<file path="src/rtl/fetch_sequencer.sv">
// fetch_sequencer: instruction-fetch control for the DLX pipeline.
// Issues instruction-memory reads over a req/ack handshake, keeps the PC
// (sequential step or branch redirect), honours decode stall back-pressure
// and squashes a wrong-path fetch that is still outstanding when a branch
// resolves. A memory that never answers parks the block in ERR until reset.
module fetch_sequencer #(
  parameter int unsigned          ADDR_W   = 32,
  parameter int unsigned          PC_STEP  = 1,
  parameter logic [ADDR_W-1:0]    RESET_PC = '0,
  parameter int unsigned          MAX_WAIT = 15
) (
  input  logic              clock1,
  input  logic              reset1,
  input  logic              run,
  input  logic              stall_in,
  input  logic              branch_en,
  input  logic [ADDR_W-1:0] branch_target,
  output logic              imem_req,
  output logic [ADDR_W-1:0] imem_addr,
  input  logic              imem_ack,
  input  logic [31:0]       imem_rdata,
  output logic [31:0]       ir_out,
  output logic [ADDR_W-1:0] npc_out,
  output logic              ir_valid,
  output logic              busy,
  output logic              timeout_err
);

  // Wait counter is never narrower than 4 bits.
  localparam int unsigned WAIT_W = ($clog2(MAX_WAIT + 1) > 4) ? $clog2(MAX_WAIT + 1) : 4;
  localparam logic [WAIT_W-1:0] WAIT_LAST = WAIT_W'(MAX_WAIT - 1);

  typedef enum logic [1:0] {
    S_IDLE  = 2'd0,
    S_FETCH = 2'd1,
    S_HOLD  = 2'd2,
    S_ERR   = 2'd3
  } state_t;

  state_t              state, state_nxt;
  logic [ADDR_W-1:0]   pc;
  logic [ADDR_W-1:0]   squash_tgt;
  logic                squash;
  logic [WAIT_W-1:0]   wait_cnt;
  logic                fetch_ack;
  logic                timeout_hit;

  // An ack in the same cycle as the last allowed wait cycle completes the
  // fetch; only a cycle with no ack can time out.
  assign fetch_ack   = (state == S_FETCH) && imem_ack;
  assign timeout_hit = (state == S_FETCH) && !imem_ack && (wait_cnt == WAIT_LAST);

  // State register.
  always_ff @(posedge clock1 or posedge reset1) begin
    // NOTE: clocked state uses non-blocking assignments so every register
    // samples pre-edge values regardless of block ordering.
    if (reset1) state <= S_IDLE;
    else        state <= state_nxt;
  end

  // Next-state logic.
  always_comb begin
    // NOTE: default assignment first so no path leaves state_nxt unassigned
    // (which would infer a latch).
    state_nxt = state;
    case (state)
      S_IDLE:  if (run) state_nxt = stall_in ? S_HOLD : S_FETCH;
      S_FETCH: begin
        if (fetch_ack)        state_nxt = (stall_in || !run) ? S_HOLD : S_FETCH;
        else if (timeout_hit) state_nxt = S_ERR;
      end
      S_HOLD: begin
        if (!run)          state_nxt = S_IDLE;
        else if (!stall_in) state_nxt = S_FETCH;
      end
      S_ERR:   state_nxt = S_ERR;
      default: state_nxt = S_IDLE;
    endcase
  end

  // Outputs decoded from the registered state; request drops with reset.
  always_comb begin
    imem_req  = (state == S_FETCH);
    busy      = (state != S_IDLE);
    imem_addr = pc;
  end

  // PC, fetched-instruction registers, squash tracking and timeout counter.
  always_ff @(posedge clock1 or posedge reset1) begin
    if (reset1) begin
      pc          <= RESET_PC;
      ir_out      <= '0;
      npc_out     <= '0;
      ir_valid    <= 1'b0;
      timeout_err <= 1'b0;
      squash      <= 1'b0;
      squash_tgt  <= '0;
      wait_cnt    <= '0;
    end else begin
      ir_valid <= 1'b0;
      case (state)
        S_IDLE, S_HOLD: begin
          wait_cnt <= '0;
          if (branch_en) pc <= branch_target;
        end
        S_FETCH: begin
          if (imem_ack) begin
            wait_cnt <= '0;
            squash   <= 1'b0;
            if (branch_en) begin
              pc <= branch_target;
            end else if (squash) begin
              pc <= squash_tgt;
            end else begin
              ir_out   <= imem_rdata;
              npc_out  <= pc;
              ir_valid <= 1'b1;
              pc       <= pc + ADDR_W'(PC_STEP);
            end
          end else begin
            // Outstanding request is wrong-path: remember where to go and
            // discard its data when the ack finally arrives.
            if (branch_en) begin
              squash     <= 1'b1;
              squash_tgt <= branch_target;
            end
            if (timeout_hit) timeout_err <= 1'b1;
            else             wait_cnt    <= wait_cnt + 1'b1;
          end
        end
        default: ;
      endcase
    end
  end

endmodule

</file>
<file path="config.mk">
export PLATFORM = sky130hd
export DESIGN_NAME = fetch_sequencer
export DESIGN_NICKNAME = d
export VERILOG_FILES = /design/src/rtl/fetch_sequencer.sv
export SDC_FILE = /design/constraint.sdc
export NUM_CORES = 1
export LEC_CHECK = 0
export ABC_AREA = 1
export CORE_MARGIN = 3
export CORE_UTILIZATION = 35
export DETAILED_ROUTE_END_ITERATION = 6
export GPL_TIMING_DRIVEN = 1
export PLACE_DENSITY = 0.71
export SYNTH_ARGS = -nofsm -noshare
export SYNTH_HDL_FRONTEND = slang
export SYNTH_SLANG_ARGS = --single-unit
</file>
<file path="constraint.sdc">
create_clock -name clock1 -period 6.54 [get_ports clock1]
set_clock_uncertainty 0.05 [all_clocks]
set_input_delay 1.962 -clock clock1 [delete_from_list [all_inputs] [get_ports clock1]]
set_output_delay 1.962 -clock clock1 [all_outputs]
set_load 0.01 [all_outputs]
</file>
After elaboration in Yosys (flattened, before gate mapping)
Cells that the tools add are included.
W data, S select, Z words.
{"block": "word_totals", "ff_bits": 137, "inputBits": 70, "output_inout_bits": 100, "word_cells": 64}
{"block": "op_classes", "addsub": 2, "eq_ne": 10, "muxes": 22, "bitwise": 3, "reduce_logical": 18}
{"operator": "$mux W32", "n": 4}
{"operator": "$pmux W32 S2", "n": 1}
{"operator": "$add A32 B1 Y32 const B", "n": 1}
{"operator": "$mux W2", "n": 7}
{"operator": "$reduce_and A3 Y1", "n": 4}
{"operator": "$mux W4", "n": 2}
{"operator": "$pmux W2 S4", "n": 1}
{"operator": "$pmux W4 S2", "n": 1}
{"operator": "$mux W1", "n": 6}
{"operator": "$ne A3 B3 Y1 const B", "n": 2}
{"operator": "$reduce_bool A2 Y1", "n": 3}
{"operator": "$add A4 B1 Y4 const B", "n": 1}
{"operator": "$eq A2 B2 Y1 const B", "n": 2}
{"operator": "$eq A4 B4 Y1 const B", "n": 1}
{"operator": "$ne A2 B2 Y1 const B", "n": 2}
{"operator": "$reduce_and A2 Y1", "n": 2}
{"operator": "$reduce_and A4 Y1", "n": 1}
{"operator": "$logic_and A1 B1 Y1", "n": 3}
{"operator": "$ne A3 B1 Y1 const B", "n": 1}
{"operator": "$not A1 Y1", "n": 3}
{"operator": "$eq A2 B1 Y1 const B", "n": 1}
{"operator": "$logic_not A1 Y1", "n": 2}
{"operator": "$logic_not A2 Y1", "n": 1}
{"operator": "$ne A2 B1 Y1 const B", "n": 1}
{"operator": "other kinds (2)", "n": 2}

Depth between registers and ports, before layout
Gate-level depths: netlist of run 1.
{"block": "logic_depth", "word_depth": 6, "ltp_mapped": 10, "ltp_nobuf": 10}

Least setup slack after synthesis of run 1
OpenSTA, ideal clock, no wires.
{"block": "synth_path", "kind": "input -> register", "startpoint": "input port branch_en", "endpoint": "register ir_out[0]", "t_arrival_ps": 2903, "required_ps": 6373, "slack_ps": 3471, "stages": 8, "path_buffers": 2, "path_cell_list": "nor2_4 inv_2 nor3_4 inv_2 buf_2 buf_2 nand2_1 nand2_1"}
{"block": "synth_via", "elab_chain_cells": 2}
{"item": "start, declared", "line": "16", "text": "input logic branch_en,"}
{"item": "$not A1 Y1 (no line)"}
{"item": "$reduce_and A4 Y1 (no line)"}
{"item": "end signal, assigned", "line": "115", "text": "ir_out <= imem_rdata;"}
{"item": "end, declared", "line": "22", "text": "output logic [31:0] ir_out,"}
No other way between the ends.
A chain may end at the register's enable or synchronous reset.

Worst setup path after layout of run 1
{"block": "layout_path", "startpoint": "input port branch_en", "endpoint": "register npc_out[18]"}
{"block": "layout_via", "elab_chain_cells": 2}
{"item": "$not A1 Y1 (no line)"}
{"item": "$reduce_and A4 Y1 (no line)"}
{"item": "end signal, assigned", "line": "116", "text": "npc_out <= pc;"}
{"item": "end, declared", "line": "23", "text": "output logic [ADDR_W-1:0] npc_out,"}
No other way between the ends.

==> flow_metrics.env, run 1 <==
export IMPL_drive_above_1_share_pct=4.56
export IMPL_die_h_um=145
export IMPL_die_w_um=145
export IMPL_hold_violations=0
export IMPL_antenna_diode_count=0
export IMPL_setup_viol=0
export IMPL_required_ns=6.77
export IMPL_ys_types=29
export IMPL_synthMostInstantiatedCell="nand2_1"
export IMPL_cts_setup_buffers=0
export IMPL_synth_edf_count=0
export IMPL_synth_area_top_cells="dfrtp_1 (51%), nand2_1 (16%), nor2_1 (7.0%)"
export IMPL_cts_sinks=137
export IMPL_io_pin_count=170
export IMPL_synth_nets=979
export IMPL_routabilityCongestion=0.929
export IMPL_cts_tree="yes"
export IMPL_wl_per_cell_um=14.5
export IMPL_grt_use_total_pct=18.6
export IMPL_cellPowerDensity_nw_per_um2=475
export IMPL_tns_ns=0
export IMPL_ys_ff_latch=137
export IMPL_dp_hpwl_um=13800
export IMPL_crit_fanout=52
export IMPL_p_leak_uw=0.00452
export IMPL_post_route_drc_count=0
export IMPL_grtUsageMet1_pct=26.3
export IMPL_synthSimpleGateAreaFrac_pct=26.8
export IMPL_synth_warnings=0
export IMPL_vias_per_cell=4.68
export IMPL_ant_nets=0
export IMPL_synth_ff_type="dfrtp_1"
export IMPL_cts_hold_buffers=0
export IMPL_synth_largest_area_cell="dfrtp_1"
export IMPL_cts_buffers=17
export IMPL_worstReg2RegEnd="npc_out[18]$_DFFE_PP0P_"
export IMPL_dpl_cell_count=1302
export IMPL_critPathArrivalTime_ns=5.11
export IMPL_grt_setup_unrepaired="false"
export IMPL_path_clk_slew_ns=0.06
export IMPL_startpoint="branch_en"
export IMPL_max_cap_violations=0
export IMPL_drt_wl_total_um=19300
export IMPL_final_min_clock_period_ns=4.88
export IMPL_drv_slew=0
export IMPL_ir_drop_uv=194
export IMPL_fillers=1832
export IMPL_num_rows=50
export IMPL_synth_commonest_cells="nand2_1 (282), dfrtp_1 (137), nor2_1 (126)"
export IMPL_syn_avg_cell_area_um2=7.47
export IMPL_grt_pass1_wl_um=31900
export IMPL_outcome="completed"
export IMPL_async_flop_share_pct=100
export IMPL_crit_path_start_kind="input port"
export IMPL_worst_pin_slew_ns=1.07
export IMPL_dr_pass1_iters=5
export IMPL_slew_headroom_pct=28.3
export IMPL_grt_pass1_vias=6010
export IMPL_antenna_found_initial=0
export IMPL_ys_seq_area_share_pct=50.6
export IMPL_reg2reg_slack_ns=3.07
export IMPL_cts_htree_levels=4
export IMPL_crit_path_end="npc_out[18]$_DFFE_PP0P_"
export IMPL_io_buffers=169
export IMPL_cts_resized_gates=0
export IMPL_worstHoldPathType="register to register"
export IMPL_synth_cells=906
export IMPL_synth_compound_area_share_pct=11.7
export IMPL_critPathKind="input port to register"
export IMPL_synthMuxAreaShare_pct=0.998
export IMPL_fin_crit_sh_pct=74.6
export IMPL_synth_top_family_by_area="simple AND/OR/NAND/NOR gates"
export IMPL_vias=6240
export IMPL_grt_start_max_net_pins=103
export IMPL_synthXorXnorAreaFrac_pct=1.29
export IMPL_synthAdderAreaFrac_pct=0.554
export IMPL_grt_util_met3_pct=4.43
export IMPL_coreArea_um2=18800
export IMPL_drt_iter0_drc=515
export IMPL_fmax_mhz=205
export IMPL_cp_end_kind="register"
export IMPL_die_area_um2=21100
export IMPL_layout_cells_non_filler=1334
export IMPL_clk_path_buf_depth=2
export IMPL_insertion_delay_ns=0.42
export IMPL_r2r_cells=10
export IMPL_area_growth_pct=37.3
export IMPL_grt_use_met2_pct=28.6
export IMPL_root_buffer="clkbuf_16"
export IMPL_finalNetCount=1134
export IMPL_grt_busiest_layer="met2"
export IMPL_gr_total_overflow=0
export IMPL_synth_top_area_share_pct=50.6
export IMPL_start_util_pct=36.0
export IMPL_syn_cell_area_um2=6770
export IMPL_r2r_start="state[1]$_DFFE_PP0P_"
==> worst min-delay path by stage <==
stage | startpoint | to | slack [ns] | cells after the start
floorplan | squash_tgt[5]$_DFFE_PP0P_ | squash_tgt[5]$_DFFE_PP0P_ | 0.40 | 2
global placement | ir_out[22]$_DFFE_PP0P_ | ir_out[22]$_DFFE_PP0P_ | 0.40 | 2
detailed placement | timeout_err$_DFFE_PP0P_ | timeout_err$_DFFE_PP0P_ | 0.40 | 2
CTS | timeout_err$_DFFE_PP0P_ | timeout_err$_DFFE_PP0P_ | 0.42 | 2
global route | ir_out[16]$_DFFE_PP0P_ | ir_out[16]$_DFFE_PP0P_ | 0.43 | 2
finish | timeout_err$_DFFE_PP0P_ | timeout_err$_DFFE_PP0P_ | 0.41 | 2
==> area by class of cell <==
class | instances | area, um2 | share of cell area, %
Clock buffer | 21 | 460 | 4.95
Clock inverter | 11 | 169 | 1.82
Inverter | 100 | 380 | 4.09
Multi-Input combinational cell | 632 | 2820 | 30.3
Sequential cell | 137 | 3430 | 36.9
Tap cell | 260 | 325 | 3.50
Timing Repair Buffer | 173 | 1720 | 18.5
==> where the power goes <==
group / leakage, uW / internal (uW) / switching [uW]
Combinational: 0.00254 / 844 / 941
Clock: 0.000307 / 658 / 360
Sequential: 0.00167 / 1230 / 380
Total: 0.00452 / 2740 / 1680
==> worst max-delay path: stages <==
cell and delay, ns:
clkdlybuf4s50_1 0.51, nor2_4 0.59, inv_2 0.46, nor3_4 0.22, buf_4 0.36, inv_2 0.38, buf_4 0.40, nand2_1 0.10
o21ai_0 0.08
==> state kept, by name, summed over array words and instances, names as in the netlist <==
register and count:
squash 1, wait_cnt 4, state 2, ir_out 32, ir_valid 1, timeout_err 1
imem_addr 32, npc_out 32, squash_tgt 32
==> through the flow <==
step	hold WS (ns)	power, uW	cell area, um2	utilization [%]	setup WS, ns
finish	0.413	4420	9300	49.4	1.66
CTS	0.419	4440	9300	49.4	1.67
global route	0.432	4740	9300	49.4	1.38
detailed placement	0.404	3400	8670	46.0	1.23
floorplan	0.403	2450	6770	-	0.860
global placement	0.402	3360	8670	46.0	1.26
==> cell usage in the layout, fill, tap and decap left out <==
cell type | netlist | final
clkbuf_16 | 0 | 17
inv_1 | 97 | 96
o311ai_0 | 1 | 1
ha_1 | 3 | 3
inv_2 | 3 | 3
mux2_2 | 6 | 6
clkinv_2 | 0 | 3
nor2_1 | 126 | 126
clkdlybuf4s50_1 | 0 | 169
nand3_2 | 0 | 1
o21ai_4 | 0 | 1
nand3b_1 | 1 | 1
o211ai_1 | 3 | 3
nand4_1 | 1 | 1
and2_1 | 2 | 2
nor2_4 | 1 | 1
clkbuf_8 | 0 | 2
clkinvlp_4 | 0 | 1
clkbuf_1 | 21 | 2
o21ai_0 | 90 | 90
xnor2_1 | 1 | 1
nor3b_1 | 1 | 1
nand2_2 | 1 | 1
nand3_1 | 42 | 41
buf_4 | 0 | 4
clkinv_4 | 0 | 2
dfrtp_1 | 137 | 137
o22ai_1 | 2 | 2
o41ai_1 | 2 | 2
a21oi_1 | 35 | 35
bufinv_16 | 0 | 4
xor2_1 | 9 | 9
o21ai_1 | 21 | 20
inv_6 | 0 | 2
nor3_1 | 1 | 1
nand2_1 | 282 | 282
nor3_4 | 1 | 1
==> layer usage <==
layer  up-vias  part of all wire (%)
met1      2855                    48
met5         -                     0
met3        24                   6.1
met2       214                    45
met4         0                   1.7
li1       3147                     -
==> logic make-up (layout without fill, tap and decap cells) <==
| kind of cell | count (synthesis) | count (layout) |
|---|---|---|
| simple gates | 459 | 459 |
| compound gates | 154 | 154 |
| flops | 137 | 137 |
| buf+inv | 137 | 305 |
| xor+xnor | 10 | 10 |
| mux | 6 | 6 |
| fa+ha+maj | 3 | 3 |
(Power assumes the default switching activity.)
==> run 2: changes to the inputs <==
==> constraint.sdc (replaced) <==
create_clock -name clock1 -period 4.8 [get_ports clock1]
set_clock_uncertainty 0.05 [all_clocks]
set_input_delay 1.44 -clock clock1 [delete_from_list [all_inputs] [get_ports clock1]]
set_output_delay 1.44 -clock clock1 [all_outputs]
set_load 0.01 [all_outputs]
==> run 2 against run 1 <==
Highest routed layer unchanged. Design area grew 0.30%. Final cell count grew 0.15%. Total power grew 35%. Worst hold slack lost 0.0039 ns. Clock-buffer cell count grew 4. Setup slack lost 0.24 ns. Combinational power grew 39%. Sequential power grew 35%.
==> flow_metrics.env, run 2 (synthesis results as in run 1) <==
export IMPL_outcome="completed"
export IMPL_min_from="timeout_err$_DFFE_PP0P_"
export IMPL_antenna_diode_count=0
export IMPL_holdPathEnd="timeout_err$_DFFE_PP0P_"
export IMPL_die_area_um2=21100
export IMPL_fin_crit_sh_pct=70.4
export IMPL_clk_path_buf_depth=2
export IMPL_ir_drop_uv=258
export IMPL_fin_area_um2=9330
export IMPL_grt_pass1_wl_um=31900
export IMPL_layout_common_cells="nand2_1 (282), clkdlybuf4s50_1 (169), dfrtp_1 (137)"
export IMPL_cts_buffers=17
export IMPL_cts_hold_buffers=0
export IMPL_cp_end_kind="register"
export IMPL_tns_ns=0
export IMPL_worst_pin_slew_ns=1.05
export IMPL_required_ns=5.04
export IMPL_cts_tree="yes"
export IMPL_critPathKind="input port to register"
export IMPL_crit_fanout=58
export IMPL_root_buffer="clkbuf_16"
export IMPL_setup_viol=0
export IMPL_dpl_cell_area_um2=8720
export IMPL_path_clk_slew_ns=0.06
export IMPL_hold_slack_ns=0.409
export IMPL_ant_nets=0
export IMPL_grt_pass1_vias=6061
export IMPL_cts_htree_levels=4
export IMPL_r2r_cells=5
export IMPL_area_growth_pct=37.7
export IMPL_final_min_clock_period_ns=3.38
export IMPL_drv_slew=0
export IMPL_worstReg2RegEnd="squash_tgt[2]$_DFFE_PP0P_"
export IMPL_finalPower_uw=5970
export IMPL_grt_use_total_pct=18.6
export IMPL_hold_violations=0
export IMPL_cts_sinks=137
export IMPL_fillers=1814
export IMPL_p_leak_uw=0.00453
export IMPL_r2r_start="state[1]$_DFFE_PP0P_"
export IMPL_post_route_drc_count=0
export IMPL_drive_above_1_share_pct=4.83
export IMPL_antenna_found_initial=0
export IMPL_finalNetCount=1137
export IMPL_critPathArrivalTime_ns=3.62
export IMPL_grt_start_max_net_pins=73
export IMPL_drt_wl_total_um=19400
export IMPL_insertion_delay_ns=0.41
export IMPL_max_cap_violations=0
export IMPL_grt_setup_unrepaired="false"
export IMPL_cellPowerDensity_nw_per_um2=640
export IMPL_dp_hpwl_um=13900
export IMPL_coreArea_um2=18800
export IMPL_routabilityCongestion=0.859
export IMPL_die_h_um=145
export IMPL_num_rows=50
export IMPL_vias=6336
export IMPL_worstHoldPathType="register to register"
export IMPL_die_w_um=145
export IMPL_gr_total_overflow=0
export IMPL_start_util_pct=36.0
export IMPL_cts_setup_buffers=0
export IMPL_reg2reg_slack_ns=2.37
export IMPL_wl_per_cell_um=14.5
export IMPL_drt_iter0_drc=451
export IMPL_cts_resized_gates=0
export IMPL_final_common_cell="nand2_1"
export IMPL_hold_path_depth=2
export IMPL_slew_headroom_pct=29.7
export IMPL_vias_per_cell=4.74
export IMPL_io_pin_count=170
export IMPL_dr_pass1_iters=5
export IMPL_fmax_mhz=296
export IMPL_crit_path_start_kind="input port"
export IMPL_io_buffers=169
==> run 2: worst max-delay path, cell delays in order <==
cell and delay (ns):
clkdlybuf4s50_1 0.47, inv_1 0.25, nand3_2 0.84, mux2_2 0.60
==> run 2: where the power goes <==
group	internal [uW]	switching [uW]
clock	857	475
sequential	1680	491
combinational	1160	1300
==> run 2: per-stage QoR <==
stage | setup WS [ns] | util (%) | instances
after floorplan | 1.60 | - | 906
after global placement | 1.01 | 46.3 | 1305
after detailed placement | 1.00 | 46.3 | 1305
after CTS | 1.44 | 49.5 | 1336
after global routing | 1.20 | 49.5 | 1336
final | 1.42 | 49.5 | 1336
==> run 2: final cells by class <==
type | instances | area, um2 | share of cell area (%)
Inverter | 100 | 379 | 4.06
Timing Repair Buffer | 176 | 1770 | 19.0
Clock buffer | 25 | 526 | 5.63
Clock inverter | 6 | 85.1 | 0.912
Sequential cell | 137 | 3430 | 36.8
Multi-Input combinational cell | 632 | 2820 | 30.2
Tap cell | 260 | 325 | 3.49
==> run 2: worst max-delay path by stage <==
stage	start	end	slack [ns]
after floorplan	reset1	imem_addr[0]$_DFFE_PP0P_	1.60
after global placement	imem_ack	squash_tgt[7]$_DFFE_PP0P_	1.01
after detailed placement	imem_ack	squash_tgt[3]$_DFFE_PP0P_	1.0
after CTS	imem_ack	squash_tgt[3]$_DFFE_PP0P_	1.44
after global routing	imem_ack	squash_tgt[0]$_DFFE_PP0P_	1.20
final	imem_ack	squash_tgt[2]$_DFFE_PP0P_	1.42
==> run 2: per-layer routing <==
metal	vias up	part of all wire, %	track usage, %
met1	2934	47	25.8
met5	-	0	0
met2	205	45	29.2
met4	0	2.0	6.32
li1	3173	-	-
met3	24	5.8	3.78
